`src/rtl/cpu_bus_router_if.sv`:
```
// CPU-side bus of the B322 router: request from the CPU, read data and completion back.
interface cpu_bus_router_if;
    logic [26:0] bus_addr;
    logic [31:0] bus_data;
    logic        bus_we;
    logic        bus_start;
    logic [31:0] bus_q;
    logic        bus_done;
    logic        bus_err;

    modport master (
        output bus_addr, bus_data, bus_we, bus_start,
        input  bus_q, bus_done, bus_err
    );

    modport slave (
        input  bus_addr, bus_data, bus_we, bus_start,
        output bus_q, bus_done, bus_err
    );
endinterface

```
`src/rtl/cpu_bus_router.sv`:
```
// B322 CPU bus router: decodes a 27-bit word address and runs one transaction at a time
// against SDRAM, boot ROM, VRAM or I/O, flagging timeouts and illegal accesses.
module cpu_bus_router #(
    parameter int unsigned TIMEOUT = 1023,
    parameter int unsigned ROM_AW  = 9,
    parameter int unsigned VRAM_AW = 14
) (
    input  logic               i_clk,
    input  logic               i_reset,
    cpu_bus_router_if.slave    bus,
    output logic [25:0]        o_sdram_addr,
    output logic [31:0]        o_sdram_data,
    output logic               o_sdram_we,
    output logic               o_sdram_start,
    input  logic [31:0]        i_sdram_q,
    input  logic               i_sdram_done,
    output logic [ROM_AW-1:0]  o_rom_addr,
    input  logic [31:0]        i_rom_q,
    output logic [VRAM_AW-1:0] o_vram_addr,
    output logic [31:0]        o_vram_d,
    output logic               o_vram_we,
    input  logic [31:0]        i_vram_q,
    output logic [7:0]         o_io_addr,
    output logic [31:0]        o_io_data,
    output logic               o_io_we,
    output logic               o_io_start,
    input  logic [31:0]        i_io_q,
    input  logic               i_io_done
);

    localparam int unsigned   CntW   = (TIMEOUT > 1) ? $clog2(TIMEOUT + 1) : 1;
    localparam logic [CntW-1:0] CntMax = CntW'(TIMEOUT);

    typedef enum logic [2:0] {StIdle, StIssue, StWait, StCapture, StDone} state_e;
    typedef enum logic [1:0] {TgtSdram, TgtIo, TgtVram, TgtRom} tgt_e;

    state_e          r_state;
    state_e          w_state_next;
    tgt_e            r_tgt;
    tgt_e            w_dec_tgt;
    logic            w_dec_bad;
    logic [25:0]     r_addr;
    logic [31:0]     r_data;
    logic            r_we;
    logic            r_err;
    logic [CntW-1:0] r_cnt;
    logic [31:0]     r_bus_q;
    logic            r_bus_done;
    logic            r_bus_err;
    logic            w_tgt_done;
    logic [31:0]     w_tgt_q;
    logic            w_timeout;
    logic            w_remote;

    always_comb begin
        w_dec_tgt = TgtSdram;
        w_dec_bad = 1'b0;
        if (bus.bus_addr[26]) begin
            case (bus.bus_addr[25:24])
                2'b00:   w_dec_tgt = TgtIo;
                2'b01:   w_dec_tgt = TgtVram;
                2'b10: begin
                    w_dec_tgt = TgtRom;
                    w_dec_bad = bus.bus_we;
                end
                default: w_dec_bad = 1'b1;
            endcase
        end
    end

    // Only SDRAM and I/O complete with a done handshake; ROM/VRAM are fixed latency.
    assign w_remote   = (r_tgt == TgtSdram) || (r_tgt == TgtIo);
    assign w_tgt_done = (r_tgt == TgtSdram) ? i_sdram_done : (r_tgt == TgtIo) && i_io_done;
    assign w_tgt_q    = (r_tgt == TgtSdram) ? i_sdram_q : i_io_q;
    assign w_timeout  = (r_cnt == CntMax);

    always_ff @(posedge i_clk or negedge i_reset) begin
        if (!i_reset) begin
            r_state <= StIdle;
        end else begin
            r_state <= w_state_next;
        end
    end

    always_comb begin
        w_state_next = r_state;
        case (r_state)
            StIdle: begin
                if (bus.bus_start) begin
                    w_state_next = w_dec_bad ? StDone : StIssue;
                end
            end
            StIssue: begin
                if (w_remote) begin
                    w_state_next = StWait;
                end else if ((r_tgt == TgtVram) && r_we) begin
                    w_state_next = StDone;
                end else begin
                    w_state_next = StCapture;
                end
            end
            StWait: begin
                if (w_tgt_done || w_timeout) begin
                    w_state_next = StDone;
                end
            end
            StCapture: w_state_next = StDone;
            StDone:    w_state_next = StIdle;
            default:   w_state_next = StIdle;
        endcase
    end

    always_ff @(posedge i_clk or negedge i_reset) begin
        if (!i_reset) begin
            r_tgt      <= TgtSdram;
            r_addr     <= '0;
            r_data     <= '0;
            r_we       <= 1'b0;
            r_err      <= 1'b0;
            r_cnt      <= '0;
            r_bus_q    <= '0;
            r_bus_done <= 1'b0;
            r_bus_err  <= 1'b0;
        end else begin
            r_bus_done <= (r_state == StDone);
            r_bus_err  <= (r_state == StDone) && r_err;
            case (r_state)
                StIdle: begin
                    if (bus.bus_start) begin
                        r_tgt  <= w_dec_tgt;
                        r_addr <= bus.bus_addr[25:0];
                        r_data <= bus.bus_data;
                        r_we   <= bus.bus_we;
                        r_err  <= w_dec_bad;
                        if (w_dec_bad) begin
                            r_bus_q <= '0;
                        end
                    end
                end
                StIssue: r_cnt <= '0;
                StWait: begin
                    if (w_tgt_done) begin
                        if (!r_we) begin
                            r_bus_q <= w_tgt_q;
                        end
                    end else if (w_timeout) begin
                        r_bus_q <= '0;
                        r_err   <= 1'b1;
                    end else begin
                        r_cnt <= r_cnt + CntW'(1);
                    end
                end
                StCapture: r_bus_q <= (r_tgt == TgtRom) ? i_rom_q : i_vram_q;
                StDone:    r_err   <= 1'b0;
                default:   ;
            endcase
        end
    end

    // Write enables stay asserted across WAIT so the target sees stable controls.
    assign o_sdram_addr  = r_addr;
    assign o_sdram_data  = r_data;
    assign o_sdram_start = (r_state == StIssue) && (r_tgt == TgtSdram);
    assign o_sdram_we    = r_we && (r_tgt == TgtSdram) &&
                           ((r_state == StIssue) || (r_state == StWait));
    assign o_rom_addr    = r_addr[ROM_AW-1:0];
    assign o_vram_addr   = r_addr[VRAM_AW-1:0];
    assign o_vram_d      = r_data;
    assign o_vram_we     = (r_state == StIssue) && (r_tgt == TgtVram) && r_we;
    assign o_io_addr     = r_addr[7:0];
    assign o_io_data     = r_data;
    assign o_io_start    = (r_state == StIssue) && (r_tgt == TgtIo);
    assign o_io_we       = r_we && (r_tgt == TgtIo) &&
                           ((r_state == StIssue) || (r_state == StWait));

    assign bus.bus_q    = r_bus_q;
    assign bus.bus_done = r_bus_done;
    assign bus.bus_err  = r_bus_err;

endmodule
```
`src/flat_wrapper.sv`:
```
// flat-port wrapper written by rule: the top's interface ports become plain ports
module cpu_bus_router_flat 
#(
    parameter int unsigned TIMEOUT = 1023,
    parameter int unsigned ROM_AW  = 9,
    parameter int unsigned VRAM_AW = 14
)
  (i_clk, i_reset, o_sdram_addr, o_sdram_data, o_sdram_we, o_sdram_start, i_sdram_q, i_sdram_done, o_rom_addr, i_rom_q, o_vram_addr, o_vram_d, o_vram_we, i_vram_q, o_io_addr, o_io_data, o_io_we, o_io_start, i_io_q, i_io_done, bus_bus_addr, bus_bus_data, bus_bus_we, bus_bus_start, bus_bus_q, bus_bus_done, bus_bus_err);
  cpu_bus_router_if bus_i ();
  input  logic i_clk;
  input  logic i_reset;
  output logic [25:0] o_sdram_addr;
  output logic [31:0] o_sdram_data;
  output logic o_sdram_we;
  output logic o_sdram_start;
  input  logic [31:0] i_sdram_q;
  input  logic i_sdram_done;
  output logic [ROM_AW-1:0] o_rom_addr;
  input  logic [31:0] i_rom_q;
  output logic [VRAM_AW-1:0] o_vram_addr;
  output logic [31:0] o_vram_d;
  output logic o_vram_we;
  input  logic [31:0] i_vram_q;
  output logic [7:0] o_io_addr;
  output logic [31:0] o_io_data;
  output logic o_io_we;
  output logic o_io_start;
  input  logic [31:0] i_io_q;
  input  logic i_io_done;
  input wire logic [$bits(bus_i.bus_addr)-1:0] bus_bus_addr;
  input wire logic [$bits(bus_i.bus_data)-1:0] bus_bus_data;
  input wire logic [$bits(bus_i.bus_we)-1:0] bus_bus_we;
  input wire logic [$bits(bus_i.bus_start)-1:0] bus_bus_start;
  output wire logic [$bits(bus_i.bus_q)-1:0] bus_bus_q;
  output wire logic [$bits(bus_i.bus_done)-1:0] bus_bus_done;
  output wire logic [$bits(bus_i.bus_err)-1:0] bus_bus_err;
  assign bus_i.bus_addr = bus_bus_addr;
  assign bus_i.bus_data = bus_bus_data;
  assign bus_i.bus_we = bus_bus_we;
  assign bus_i.bus_start = bus_bus_start;
  assign bus_bus_q = bus_i.bus_q;
  assign bus_bus_done = bus_i.bus_done;
  assign bus_bus_err = bus_i.bus_err;
  cpu_bus_router #(.TIMEOUT(TIMEOUT), .ROM_AW(ROM_AW), .VRAM_AW(VRAM_AW)) u_core (.i_clk(i_clk), .i_reset(i_reset), .bus(bus_i), .o_sdram_addr(o_sdram_addr), .o_sdram_data(o_sdram_data), .o_sdram_we(o_sdram_we), .o_sdram_start(o_sdram_start), .i_sdram_q(i_sdram_q), .i_sdram_done(i_sdram_done), .o_rom_addr(o_rom_addr), .i_rom_q(i_rom_q), .o_vram_addr(o_vram_addr), .o_vram_d(o_vram_d), .o_vram_we(o_vram_we), .i_vram_q(i_vram_q), .o_io_addr(o_io_addr), .o_io_data(o_io_data), .o_io_we(o_io_we), .o_io_start(o_io_start), .i_io_q(i_io_q), .i_io_done(i_io_done));
endmodule
```
`config.mk`:
```
export PLATFORM = sky130hd
export DESIGN_NAME = cpu_bus_router_flat
export DESIGN_NICKNAME = d
export VERILOG_FILES = /design/src/rtl/cpu_bus_router_if.sv /design/src/rtl/cpu_bus_router.sv /design/src/flat_wrapper.sv
export SDC_FILE = /design/constraint.sdc
export NUM_CORES = 1
export LEC_CHECK = 0
export ABC_AREA = 1
export CAP_MARGIN = 0
export CORE_AREA = 3 3 149 151
export CTS_BUF_LIST = sky130_fd_sc_hd__clkbuf_4
export DETAILED_ROUTE_END_ITERATION = 7
export DIE_AREA = 0 0 152 154
export DONT_BUFFER_PORTS = 1
export HOLD_SLACK_MARGIN = 0.06
export SLEW_MARGIN = 5
export SYNTH_ARGS = -nofsm -noshare
export SYNTH_HDL_FRONTEND = slang
export SYNTH_SLANG_ARGS = --single-unit
```
`constraint.sdc`:
```
create_clock -name i_clk -period 1.65 [get_ports i_clk]
set_clock_uncertainty 0.1 [all_clocks]
set_input_delay 0.0825 -clock i_clk [delete_from_list [all_inputs] [get_ports i_clk]]
set_output_delay 0.0825 -clock i_clk [all_outputs]
set_load 0.01 [all_outputs]
```
# ---- Word-level counts from Yosys, hierarchy flattened
# Index checks and enable logic that the tools add are counted.
dict set report totals {
  mem_bits_rw 0
  mem_bits_ro 0
  latchBits 0
  memories 0
  regBits 109
  output_inout_bits 192
  elab_cells 81
  in_bits 193
}
dict set report classes {
  n_addsub 1
  bitwise_logic 0
  n_reduce_logical 26
  n_eq_ne 18
  n_div 0
  n_lt_le_gt_ge 0
  shifts 0
  n_mux 26
  mul 0
}
# cell n
set op_table {}
lappend op_table {{two-way mux 32 bit} 7}
lappend op_table {{one-hot mux 32 bit (3 select lines)} 1}
lappend op_table {{two-way mux 10 bit} 2}
lappend op_table {{one-hot mux 10 bit (2 select lines)} 1}
lappend op_table {{two-way mux 3 bit} 5}
lappend op_table {{one-hot mux 3 bit (4 select lines)} 1}
lappend op_table {{logical AND 1 bit} 11}
lappend op_table {{adder 10 x 1 -> 10 bit, second input constant} 1}
lappend op_table {{== test 10 bit, second input constant} 1}
lappend op_table {{== test 2 bit, second input constant} 3}
lappend op_table {{== test 3 x 2 -> 1 bit, second input constant} 2}
lappend op_table {{!= test 2 x 1 -> 1 bit, second input constant} 3}
lappend op_table {{!= test 2 bit, second input constant} 3}
lappend op_table {{one-hot mux 2 bit (3 select lines)} 1}
lappend op_table {{nonzero test 3 bit} 2}
lappend op_table {{two-way mux 1 bit} 5}
lappend op_table {{AND reduction 5 bit} 1}
lappend op_table {{== test 2 x 1 -> 1 bit, second input constant} 2}
lappend op_table {{logical NOT 2 bit} 2}
lappend op_table {{AND reduction 2 bit} 2}
lappend op_table {{AND reduction 4 bit} 1}
lappend op_table {{== test 3 x 1 -> 1 bit, second input constant} 1}
lappend op_table {{== test 3 bit, second input constant} 1}
lappend op_table {{logical NOT 3 bit} 1}
lappend op_table {{other kinds (9)} 11}

# ---- Depth between registers and ports, before layout
dict set report depth {
  word_depth 7
  ltp_mapped 11
  mapped_depth_nobuf 10
}

# ---- Worst setup path after synthesis
# Ideal clock, no wire load.
dict set report synth_path {
  path_type {register -> register}
  start {register u_core.r_cnt[0]}
  end {register u_core.r_bus_q[26] (netlist: u_core.bus.bus_q[26])}
  period_less_slack_ps 1606
  stages_incl_launch_ff 10
  setup_ps 123
  setup_slack_ps 44
  path_buffers 1
  required_ps 1427
  t_arrival_ps 1383
  path_cell_list {dfrtp_1 -> ha_1 -> nand2_1 -> nor2_4 -> nand3_2 -> nand3_2 -> nand2_4 -> buf_6 -> o21ai_0 -> nand2_1}
}
dict set report synth_via {
  elab_chain_cells 3
}
# element line
set synth_lines {}
lappend synth_lines {{from (decl)} cpu_bus_router.sv:46} ;# logic [CntW-1:0] r_cnt;
lappend synth_lines {{from (signal assigned)} cpu_bus_router.sv:150} ;# r_cnt <= r_cnt + CntW'(1);
lappend synth_lines {{== test 10 bit} cpu_bus_router.sv:75} ;# assign w_timeout = (r_cnt == CntMax);
lappend synth_lines {{!= test 3 x 1 -> 1 bit (no line)} -}
lappend synth_lines {{AND reduction 5 bit (no line)} -}
lappend synth_lines {{to (signal assigned)} cpu_bus_router.sv:144} ;# r_bus_q <= w_tgt_q;
lappend synth_lines {{to (signal assigned)} cpu_bus_router.sv:153} ;# StCapture: r_bus_q <= (r_tgt == TgtRom) ? i_rom_q : i_vram_q;
lappend synth_lines {{to (decl)} cpu_bus_router.sv:47} ;# logic [31:0] r_bus_q;
# No other way between the ends.
# A chain may end at the register's enable or synchronous reset.

# ---- Worst setup path in the final report
dict set report layout_path {
  start {register u_core.r_tgt[1]}
  end {register u_core.r_bus_q[21] (netlist: u_core.bus.bus_q[21])}
}
dict set report layout_via {
  elab_chain_cells 5
  elab_cells_between_ends 13
  classes_between {4 x eq/ne; 6 x mux; 3 x reduce/logical}
}
# element line
set layout_lines {}
lappend layout_lines {{from (decl)} cpu_bus_router.sv:39} ;# tgt_e r_tgt;
lappend layout_lines {{from (signal assigned)} cpu_bus_router.sv:115} ;# r_tgt <= TgtSdram;
lappend layout_lines {{from (signal assigned)} cpu_bus_router.sv:130} ;# r_tgt <= w_dec_tgt;
lappend layout_lines {{== test 2 x 1 -> 1 bit / logical NOT 2 bit (equally long branches)} {cpu_bus_router.sv:73, cpu_bus_router.sv:74}}
lappend layout_lines {{logical AND 1 bit / two-way mux 32 bit (equally long branches)} {cpu_bus_router.sv:73, cpu_bus_router.sv:74}}
lappend layout_lines {{two-way mux 1 bit / two-way mux 32 bit (equally long branches)} {cpu_bus_router.sv:73, cpu_bus_router.sv:143}}
lappend layout_lines {{!= test 3 bit (no line), or another cell as far along} -}
lappend layout_lines {{AND reduction 5 bit (no line) / one-hot mux 32 bit (3 select lines) (equally long branches)} -}
# Several ways; a longest one is shown, not always the timed one. The select of a mux whose other input is x is not followed.

==> flow_summary.yaml <==
drt:
  detail_route.vias_per_cell: 4.933
  postRouteAntennaNets: 0
  drt-total-wl_um: 26260
  post_drt_wl_per_cell_um: 19.98
  pre_repair_dr_iteration_count: 5
  vias: 6482
  drt-initial-drc-count: 497
  drc_violations: 0
critical_path:
  timing.critical_path.cells: "buf_6, buf_6, a21oi_2, nand2_2, nand3_4, nand2_8, buf_12, buf_16, o21ai_1, nand2_2"
  critical_path.max_stage_delay_ns: 0.49
  reg2reg_setup_slack_ns: -0.20
  cp_class: "register to register"
  cp_num_buf_inv: 4
  crit_arrival_ns: 2.13
  critical-path-top-delay-family: "buffers and inverters"
  rr_startpoint: "u_core.r_tgt[1]$_DFFE_PN0P_"
  maximum_fanout_count_along_the_critical_path: 7
  startpoint: "u_core.r_tgt[1]$_DFFE_PN0P_"
  endpoint_kind: "register"
  worst_ep_required_time_ns: 1.94
  critPathLaunchType: "register"
  cp_slowest_cell: "dfrtp_2"
power_and_ir_drop:
  cellInternalPower_mw: 8.182
  power.switching_fraction_pct: 51.32
  p_seq_share_pct: 38.0
  power_density_nw_per_um2: 1772
  p_clk_share_pct: 8.7
  power_frac_comb_pct: 53.3
  irDropWorstVdd_uv: 1278
  net-switching-power_mw: 8.627
  cellLeakagePower_nw: 4.759
status:
  failed_checks: "negative hold slack, negative setup slack"
  outcome: "complete, but fails checks"
clock_network:
  cts_buffers: 9
  clock_sink_count: 109
  worstSkewPairLatency_ns: 0.48
  cts_hold_buffers: 191
  clock_tree.htree_level_count: 3
  tritoncts_clock_tree: "yes"
  cts.clk_slew.worst_paths_ns: 0.19
  clockRootBuffer: "clkbuf_4"
  clock_path_buffers: 2
die:
  die_height_um: 154
  core_area_um2: 20960
  design.die.area_um2: 23410
  initial_core_util_pct: 30.93
  ios: 385
  rows: 53
  die_w_um: 152
sta:
  fin_ws_ns: -0.1970
  clock.fmax_mhz: 541.4
  maxSlewHeadroom_pct: 68.31
  final_sum_of_negative_setup_slack_ns: -5.816
  worst_hold_slack_ns: -0.8547
  slew_viol_final: 0
  hold_violations: 109
  timing.final.crit_period_ns: 1.847
  grt_setup_unrepaired: "yes"
  timing_worst_slew_pin_value_ns: 0.4754
  final.period_utilization_pct: 111.9
  setup_violation_total_in_the_final_timing_report: 48
yosys:
  synth_seq_cells: 109
  synthMuxAreaShare_pct: 0.1544
  synth_top_cell_area_share_pct: 42.08
  synth_enable_flop_cells: 0
  synthAdderAreaFrac_pct: 0.5792
  synth.yosys.warnings: 0
  synthXorXnorAreaFrac_pct: 0.4054
  syn-instance-count: 882
  synth_cell_types: 32
  post_synth_and_or_nand_nor_area_fraction_pct: 30.17
  most_used_flip_flop_cell_after_synthesis: "dfrtp_1"
  mappedNetlistArea_um2: 6481
  yosys.area.top_type: "dfrtp_1"
  syn_area_per_cell_um2: 7.348
  synth_seq_area_share_pct: 42.08
  synthArstFlopShare_pct: 100.0
  main_combinational_cell_family_by_area_after_synthesis: "simple AND/OR/NAND/NOR gates"
  postSynthNetCount: 1078
  synth_compound_area_share_pct: 9.981
  yosys-top-cells-area: "dfrtp_1 (42%), nand2_1 (24%), buf_4 (11%)"
global_route:
  first_global_vias: 6642
  largest_net_degree_at_the_start_of_global_routing: 110
  initial_antenna_violation_count: 1
  grt_first_pass_wirelength_um: 38870
  global_route.overflow_total: 0
  grt_use_total_pct: 20.94
cells_and_area:
  fin_util_pct: 45.26
  n_fill_cell: 1918
  fin_nets: 1230
  flow.area_growth_from_synthesis_pct: 46.33
  drive_above_1_share_pct: 21.68
flow_run:
  drv.max_cap_violation_count: 0
placement:
  place.port_buffers: 0
  post-dp-hpwl_um: 15500
  place.gp.congestion: 0.8302
worst_hold_path:
  min-delay-path-class: "input pin to asynchronous set/reset pin"
## layer usage
metal / up-vias / GRT usage (%) / wire length [um] / share of wire, %
met2: 441 / 35.80 / 12800 / 49
met3: 86 / 6.023 / 2453 / 9.3
met4: 0 / 10.74 / 1262 / 4.8
met1: 2983 / 23.88 / 9744 / 37
li1: 2972 / - / - / -
met5: - / 0 / 0 / 0
## synthesized netlist by cell type (4+ instances only)
| master | number |
|---|---|
| buf_2 | 18 |
| buf_4 | 95 |
| buf_6 | 11 |
| clkbuf_1 | 12 |
| dfrtp_1 | 109 |
| inv_1 | 19 |
| inv_2 | 9 |
| nand2_1 | 410 |
| nand3_1 | 16 |
| nand3_2 | 4 |
| nor2_1 | 44 |
| o21ai_0 | 38 |
| o21ai_1 | 36 |
| o21bai_1 | 28 |
## cell families (layout without fill, tap and decap cells)
family / count (synthesis) / after routing
and+or+nand+nor: 490 / 490
buffers and inverters: 164 / 320
AOI/OAI and AO/OA: 112 / 112
DFF: 109 / 109
adders and majority gates: 3 / 3
xor gates and xnor gates: 3 / 3
muxes: 1 / 1
other: 0 / 1
## area by class of cell
class	count	area (um^2)	area share (%)
well taps	275	344.1	3.628
clock buffers	9	67.56	0.7124
multi-input cells	609	3134	33.05
clock inverters	6	70.07	0.7388
repair inverters	1	7.507	0.07916
flip-flops and latches	109	2730	28.79
diodes	1	2.502	0.02639
repair buffers	276	2983	31.45
inverters	28	145.1	1.530
## flip-flops by register name, summed over array words and instances, names as in the netlist
signal	count
u_core.r_state	3
u_core.r_tgt	2
u_core.bus.bus_q	32
u_core.bus.bus_err	1
u_core.r_we	1
u_core.o_sdram_addr	26
u_core.r_cnt	10
u_core.r_err	1
u_core.o_io_data	32
u_core.bus.bus_done	1
## through the flow
stage	power, mW	worst slack, ns	area (um^2)	cells
floorplan	10.99	0.04414	6481	882
global placement	11.97	-0.06532	6401	1072
detailed placement	12.08	-0.07237	6401	1072
CTS	16.36	-0.2564	9191	1309
global route	17.86	-0.2672	9484	1314
finish	16.81	-0.1970	9484	1314
## worst reg2reg max path, delay by kind of cell, from the launching register on
kind	cells	cell delay [ns]
buffers and inverters	4	0.59
flip-flops	1	0.49
AND/OR/NAND/NOR	4	0.34
AO/OA/AOI/OAI	2	0.25
## power by group through the flow
| stage | logic [mW] | registers (mW) | clock network [mW] |
|---|---|---|---|
| final | 8.96 | 6.39 | 1.46 |
| after floorplan | 5.81 | 5.17 | 0 |
| after detailed placement | 5.65 | 6.44 | 0 |
| after global routing | 9.68 | 6.55 | 1.63 |
| after CTS | 8.45 | 6.38 | 1.53 |
| after global placement | 5.54 | 6.43 | 0 |
## path summary, 6_finish.rpt
check | endpoint | depth (start not counted)
setup / recovery | u_core.bus.bus_q[21]$_DFFE_PN0P_ | 10
max in group asynchronous | u_core.o_sdram_addr[15]$_DFFE_PN0P_ | 0
min in group i_clk | u_core.r_err$_DFFE_PN0P_ | 7
setup reg to reg | u_core.bus.bus_q[21]$_DFFE_PN0P_ | 10
hold / removal | u_core.o_io_data[2]$_DFFE_PN0P_ | 0
hold reg to reg | u_core.r_err$_DFFE_PN0P_ | 2
## placed cells by master (no fill, tap or decap), drive strengths merged, types with 2 or more instances in the layout
master,Yosys,final
nand2,415,415
dlygate4sd3,0,191
dfrtp,109,109
buf,124,83
o21ai,74,74
nor2,49,49
inv,28,29
o21bai,28,28
nand3,20,20
clkbuf,12,11
a21oi,4,4
clkinv,0,4
ha,3,3
o22ai,2,2
a21o,2,2
xnor2,2,2
or2,2,2
nand4,2,2
nor3,2,2
## timing repair
| item | 4_1_cts | 5_1_grt |
|---|---|---|
| cloned | 8 | 2 |
| hold endpoints to repair | 205 | 109 |
| setup endpoints to repair | 45 | 90 |
| gates resized for setup | 104 | 107 |
| pin swaps | 16 | 24 |
| buffers inserted | 26 | 7 |
No activity file was read; power rests on OpenSTA's default activity.
